**config.mk**
```make
export PLATFORM = sky130hd
export DESIGN_NAME = sreg_sched
export DESIGN_NICKNAME = d
export VERILOG_FILES = /design/src/rtl/sreg_sched.sv
export SDC_FILE = /design/constraint.sdc
export NUM_CORES = 1
export LEC_CHECK = 0
export BUFFER_PORTS_ARGS = -buffer_cell sky130_fd_sc_hd__buf_2
export CORE_MARGIN = 2
export CORE_UTILIZATION = 55
export CTS_CLUSTER_DIAMETER = 150
export DETAILED_ROUTE_END_ITERATION = 6
export PLACE_DENSITY = 0.83
export SLEW_MARGIN = 30
export SYNTH_ARGS = -nofsm -noshare
export SYNTH_HDL_FRONTEND = slang
export SYNTH_SLANG_ARGS = --single-unit
```
**constraint.sdc**
```tcl
create_clock -name clk -period 4.3 [get_ports clk]
set_input_delay 0.215 -clock clk [delete_from_list [all_inputs] [get_ports clk]]
set_output_delay 0.215 -clock clk [all_outputs]
set_load 0.005 [all_outputs]
```
**src/rtl/sreg_sched.sv**
```systemverilog
// rtl/sreg_sched.sv - load/shift scheduler for a variable-length left shift register (define SREG_SCHED_RR_EN for round-robin arbitration)
module sreg_sched #(
    parameter int WIDTH = 16,
    parameter int LEN_W = 5,
    parameter int DIV_W = 8
) (
    input  logic             clk,
    input  logic             rst_n,
    input  logic             req0_valid,
    input  logic [WIDTH-1:0] req0_data,
    output logic             req0_ready,
    input  logic             req1_valid,
    input  logic [WIDTH-1:0] req1_data,
    output logic             req1_ready,
    input  logic [LEN_W-1:0] nbits,
    input  logic [DIV_W-1:0] div,
    input  logic             abort,
    input  logic             ser_in,
    output logic [WIDTH-1:0] sr_pin,
    output logic             sr_load,
    output logic             sr_sft,
    output logic             sr_sin,
    input  logic             sr_sout,
    output logic             ser_data,
    output logic             ser_strobe,
    output logic             busy,
    output logic             gnt_id,
    output logic             done
);

    typedef enum logic [1:0] {S_IDLE, S_LOAD, S_SHIFT} state_t;

    state_t           state_q, state_d;
    logic [WIDTH-1:0] pin_q, pin_d;
    logic [DIV_W-1:0] div_q, div_d;
    logic [DIV_W-1:0] dcnt_q, dcnt_d;
    logic [LEN_W-1:0] len_q, len_d;
    logic [LEN_W-1:0] bcnt_q, bcnt_d;
    logic             gnt_q, gnt_d;
    logic             done_q, done_d;

    logic             idle;
    logic             win1;
    logic             accept;
    logic             strobe;
    logic [LEN_W-1:0] nbits_eff;

    assign idle = (state_q == S_IDLE);

`ifdef SREG_SCHED_RR_EN
    // prio_q names the requester that wins a tie; it starts at req0 after reset.
    logic prio_q, prio_d;

    assign win1   = req1_valid & (~req0_valid | prio_q);
    assign prio_d = (idle & accept) ? ~win1 : prio_q;

    always_ff @(posedge clk or negedge rst_n) begin
        if (!rst_n) prio_q <= 1'b0;
        else        prio_q <= prio_d;
    end
`else
    assign win1 = req1_valid & ~req0_valid;
`endif

    assign accept     = req0_valid | req1_valid;
    assign req0_ready = idle & req0_valid & ~win1;
    assign req1_ready = idle & win1;

    // Zero or oversize lengths send a full register's worth of bits.
    assign nbits_eff = ((nbits == '0) || (nbits > LEN_W'(WIDTH))) ? LEN_W'(WIDTH) : nbits;

    assign strobe = (state_q == S_SHIFT) && (dcnt_q == '0);

    always_comb begin
        state_d = state_q;
        pin_d   = pin_q;
        div_d   = div_q;
        dcnt_d  = dcnt_q;
        len_d   = len_q;
        bcnt_d  = bcnt_q;
        gnt_d   = gnt_q;
        done_d  = 1'b0;
        case (state_q)
            S_IDLE: begin
                if (accept) begin
                    pin_d   = win1 ? req1_data : req0_data;
                    div_d   = div;
                    len_d   = nbits_eff;
                    gnt_d   = win1;
                    state_d = S_LOAD;
                end
            end
            S_LOAD: begin
                dcnt_d  = div_q;
                bcnt_d  = len_q - LEN_W'(1);
                state_d = S_SHIFT;
            end
            S_SHIFT: begin
                if (strobe) begin
                    dcnt_d = div_q;
                    bcnt_d = bcnt_q - LEN_W'(1);
                    if (bcnt_q == '0) begin
                        state_d = S_IDLE;
                        done_d  = 1'b1;
                    end
                end else begin
                    dcnt_d = dcnt_q - DIV_W'(1);
                end
            end
            default: state_d = S_IDLE;
        endcase
        // Abort wins over a simultaneous last strobe: the frame ends without done.
        if (abort && !idle) begin
            state_d = S_IDLE;
            done_d  = 1'b0;
        end
    end

    always_ff @(posedge clk or negedge rst_n) begin
        if (!rst_n) begin
            state_q <= S_IDLE;
            pin_q   <= '0;
            div_q   <= '0;
            dcnt_q  <= '0;
            len_q   <= '0;
            bcnt_q  <= '0;
            gnt_q   <= 1'b0;
            done_q  <= 1'b0;
        end else begin
            state_q <= state_d;
            pin_q   <= pin_d;
            div_q   <= div_d;
            dcnt_q  <= dcnt_d;
            len_q   <= len_d;
            bcnt_q  <= bcnt_d;
            gnt_q   <= gnt_d;
            done_q  <= done_d;
        end
    end

    assign sr_pin     = pin_q;
    assign sr_load    = (state_q == S_LOAD);
    assign sr_sft     = strobe;
    assign sr_sin     = ser_in;
    assign ser_strobe = strobe;
    assign ser_data   = strobe & sr_sout;
    assign busy       = ~idle;
    assign gnt_id     = gnt_q;
    assign done       = done_q;

endmodule

```
**After elaboration in Yosys (flattened, before gate mapping)**

Cells that the tools add are included.

- Register bits after elaboration: 46
- Logic and storage cells: 54

- Add/subtract/negate cells: 3
- $lt $le $gt $ge: 1
- Eq/ne operators: 6
- Multiplexer cells: 15
- Bitwise operators: 9
- Reduce and logical (&&, ||, !) cells: 12

Operators with widths:

| kind | number |
|---|---|
| 16-bit two-way mux | 1 |
| 8-bit one-hot mux with 2 select lines | 1 |
| 5-bit logical NOT | 2 |
| 5-bit two-way mux | 2 |
| 5-bit one-hot mux with 2 select lines | 1 |
| 5-bit by 1-bit subtractor with 5-bit output (second input constant) | 2 |
| 8-bit logical NOT | 1 |
| 2-bit two-way mux | 4 |
| 8-bit two-way mux | 1 |
| 8-bit by 1-bit subtractor with 8-bit output (second input constant) | 1 |
| 3-bit by 1-bit inequality test with 1-bit output (second input constant) | 2 |
| 2-bit one-hot mux with 3 select lines | 1 |
| 1-bit AND | 5 |
| 5-bit greater-than comparator (second input constant) | 1 |
| 1-bit two-way mux | 4 |
| 2-bit AND reduction | 2 |
| 3-bit by 2-bit inequality test with 1-bit output (second input constant) | 1 |
| 1-bit NOT | 3 |
| 3-bit AND reduction | 1 |
| 2-bit by 1-bit == test with 1-bit output (second input constant) | 1 |
| 2-bit == test (second input constant) | 1 |
| 1-bit logical AND | 2 |
| 2-bit logical NOT | 1 |
| 2-bit inequality test (second input constant) | 1 |
| 4 further kinds | 4 |

**Depth between registers and ports, before layout**

- Depth in word-level cells: 5
- Depth in mapped cells: 10
- Mapped depth without buffers: 8

**Least setup slack after synthesis**

OpenSTA, ideal clock, no wires.

- Path kind: reg2reg
- Start: register state_q[0]
- End: register bcnt_q[4]
- Library setup time: 0.094 ns
- Arrival: 2.517 ns
- Data required time: 4.206 ns
- Setup slack: 1.689 ns
- Stages on the path, launching flop included: 11
- Cell sequence: dfrtp_1 inv_1 ha_1 clkbuf_1 clkbuf_1 mux2i_1 ha_1 inv_1 o41ai_1 xnor2_1 a211oi_1

- Longest elaborated chain between the ends: 4
- Elaborated cells between the ends (all ways): 7
- Classes of those cells: 3 x eq/ne; 1 x mux; 3 x reduce/logical

RTL lines:

| item | RTL line | source |
|---|---|---|
| from (decl) | 33 | `state_t state_q, state_d;` |
| from (signal assigned) | 130 | `state_q <= state_d;` |
| 2-bit == test | 72, 83 |  |
| 1-bit logical AND | 72 | `assign strobe = (state_q == S_SHIFT) && (dcnt_q == '0);` |
| 2-bit inequality test (no line) | n/a |  |
| 2-bit AND reduction (no line) | n/a |  |
| to (signal assigned) | 135 | `bcnt_q <= bcnt_d;` |
| to (decl) | 38 | `logic [LEN_W-1:0] bcnt_q, bcnt_d;` |

Several ways; a longest one is shown, not always the timed one.
A chain may end at the register's enable or synchronous reset.

**Worst setup path in the final report**

Ends and elaborated chain as after synthesis.

==> reports/metrics.csv <==
stage;metric;value;unit
logic_synthesis;Yosys reg bits;46;
power_and_ir_drop;switch share;0.398;
place;post-DP HPWL;3930;µm
sta;Rel. slew slack;0.471;
clocking;CTS resizes;0;
critical_path;reg2reg start;state_q[0]$_DFFE_PN0P_;
die;die height;71.1;µm
route;routed wire length;5370;µm
die;die span in x;71.1;µm
clocking;CTS buffer count;5;
critical_path;worst-case reg-to-reg path depth;8;
critical_path;Setup CP Type;reg2reg;
logic_synthesis;largest family of logic cells by synthesized area;simple AND/OR/NAND/NOR gates;
clocking;hold_buf cts;1;
logic_synthesis;Synth Flop Type;dfrtp_1;
logic_synthesis;fraction of registers with async set/reset;1.00;
cells_and_area;# diodes;0;
sta;fin. max-slew vios;0;
clocking;clock slew at reported path FFs;0.08;ns
cells_and_area;most frequent cells in the layout;74 x buf_2, 46 x dfrtp_1, 29 x o21ai_0;
grt;grt total ovfl;0;
power_and_ir_drop;Clk pwr share;0.127;
sta;Final setup viols;0;
cells_and_area;layout cell share with drive strength beyond 1;0.314;
critical_path;Worst Path Arrival;3.04;ns
logic_synthesis;Synth Cell Area;0.00248;mm²
grt;first-pass GRT wire length;9070;µm
place;GP Congestion;0.839;
logic_synthesis;Synthesis Warnings;0;
critical_path;R2R setup slack;1.46;ns
critical_path;CP startpoint;state_q[0]$_DFFE_PN0P_;
logic_synthesis;Avg Synthesized Cell Area;10.0;µm²
power_and_ir_drop;pwr/cell area;680;mW/mm²
clocking;CTS sink count;46;
clocking;H-Tree Depth;2;
clocking;CTS Buffer Depth;2;
power_and_ir_drop;Internal Power;1.22;mW
clocking;Post-CTS Setup Inserts;0;
sta;fmax;0.353;GHz
critical_path;Worst setup EP type;flip-flop;
logic_synthesis;post-synthesis cell count;247;
die;I/O pin cnt;78;
sta;worst-margin pin slew;0.783;ns
route;Post-route DRC;0;
logic_synthesis;post-synthesis compound-gate area fraction;0.155;
flow_run;Max-cap violations;0;
critical_path;crit start category;flip-flop;
power_and_ir_drop;Reg power frac;0.405;
logic_synthesis;Synth Area in Simple Gates;0.159;
route;1st-iter DRT viols;135;
logic_synthesis;Syn Nets;307;
critical_path;CP Data Required Time;4.51;ns
sta;Final Hold Vio Count;0;
sta;clock skew;0.00686;ns
sta;fin crit period;2.84;ns
grt;initial antenna violation count;0;
route;first drt pass iteration count;4;
outcome;status;finished, final reports clean;
clocking;clk root buf;clkbuf_8;
route;Antenna Nets Post-Route;0;
route;total number of vias;2064;
sta;RSZ-0062 raised after global routing;false;
min_path;Hold Path Origin;div[7];
logic_synthesis;xor and xnor area share after synthesis;0.0141;
min_path;worst hold stages;2;
cells_and_area;most common cell after layout, fill and taps aside;buf_2;
logic_synthesis;register area share after synthesis;0.465;
min_path;worst min-delay path category;in2reg;
logic_synthesis;adder-cell share of the synthesized area;0.0404;
logic_synthesis;mux share of post-synthesis cell area;0.119;
clocking;later-pin clock latency in the skew report;0.30;ns
grt;GRT Overall Usage;0.229;
power_and_ir_drop;Final Total Pwr;2.03;mW
power_and_ir_drop;combinational share of power;0.468;
power_and_ir_drop;Static Leak;1.44;nW
power_and_ir_drop;NetSw;0.809;mW
die;std cell rows;24;
route;DR vias/cell;5.62;
logic_synthesis;Post-synth EDFFs;0;
sta;Final period util;0.659;
sta;total negative slack;0;ns
grt;vias in the first global route;2041;
cells_and_area;Area growth, synth to finish;20.8;%
route;routed len/inst;14.6;µm
die;die area;0.00505;mm²
grt;largest net degree at the start of global routing;47;
die;Core ar.;0.00435;mm²
critical_path;Worst Path Max Fanout;18;
clocking;CTS tree;built;
logic_synthesis;Distinct cells, synth;51;
die;initial cell density of the core;0.569;
place;PortBufs;75;
cells_and_area;fin nets;376;
power_and_ir_drop;IR drop worst, VDD;309;µV
## metal layers
layer | GRT usage | vias up | share of wire
met4 | 0.0839 | 0 | 0.015
met3 | 0.0556 | 8 | 0.044
met2 | 0.382 | 65 | 0.50
met5 | 0 | - | 0
li1 | - | 1012 | -
met1 | 0.291 | 979 | 0.44
## through the flow
stage	setup slack (ns)	area, µm²	hold WS [ns]	cells	util
5_1_grt	1.27	2990	0.134	367	0.687
3_5_place_dp	1.56	2890	0.257	360	0.665
3_3_place_gp	1.75	2860	0.430	359	0.658
4_1_cts	1.53	2990	0.136	367	0.686
6_report	1.46	2990	0.142	367	0.687
2_1_floorplan	1.69	2480	-0.0806	247	-
## state kept, by name, indices dropped and copies added (netlist names)
| register | cells |
|---|---|
| bcnt_q | 5 |
| dcnt_q | 8 |
| gnt_id | 1 |
| done | 1 |
| state_q | 2 |
| sr_pin | 16 |
| div_q | 8 |
| len_q | 5 |
## Yosys cell counts (all sizes together), types with 4 or more instances
library cell	number	area share
clkbuf	11	0.017
mux2	9	0.042
o21ai	31	0.067
nor2b	4	0.010
nor3	7	0.019
nand3	7	0.014
nor2	10	0.016
dfrtp	46	0.46
xnor2	4	0.014
inv	14	0.021
nand2	24	0.036
ha	8	0.040
nand2b	4	0.010
mux2i	19	0.077
a21oi	6	0.012
buf	4	0.010
## logic make-up (layout without fill, tap and decap cells)
group | count (synthesis) | in the layout
fa+ha+maj | 8 | 8
simple gates | 72 | 72
xor+xnor | 4 | 4
buf+inv | 29 | 97
flops | 46 | 46
compound gates | 60 | 60
mux | 28 | 28
## power by group through the flow
stage,Combinational (mW),Sequential (mW),Clock (mW)
2_1_floorplan,0.667,0.787,0
3_3_place_gp,0.879,0.814,0
3_5_place_dp,0.949,0.822,0
4_1_cts,0.953,0.817,0.269
5_1_grt,1.07,0.848,0.283
6_report,0.951,0.823,0.259
## layout make-up
type | instances | area (µm²)
sequential | 46 | 1150
timing repair buffer | 77 | 415
inverter | 14 | 52.6
clock buffer | 6 | 82.6
tap | 52 | 65.1
multi-input combinational | 172 | 1220
fill | 301 | 1360
## worst max-delay path, stage by stage (launching register included)
cell and delay, ns:
dfrtp_1 0.41, inv_1 0.12, ha_1 0.64, mux2i_1 0.33, ha_1 0.27, inv_1 0.08, o41ai_1 0.54, xnor2_1 0.11
a211oi_1 0.25
## worst paths after layout
path	end
worst max register to register	bcnt_q[4]$_DFFE_PN0P_
max in group asynchronous	div_q[3]$_DFFE_PN0P_
min in group asynchronous	sr_pin[0]$_DFFE_PN0P_
worst max-delay path	bcnt_q[4]$_DFFE_PN0P_
worst min-delay path	div_q[7]$_DFFE_PN0P_
worst min register to register	sr_pin[2]$_DFFE_PN0P_
(Power assumes the default switching activity.)
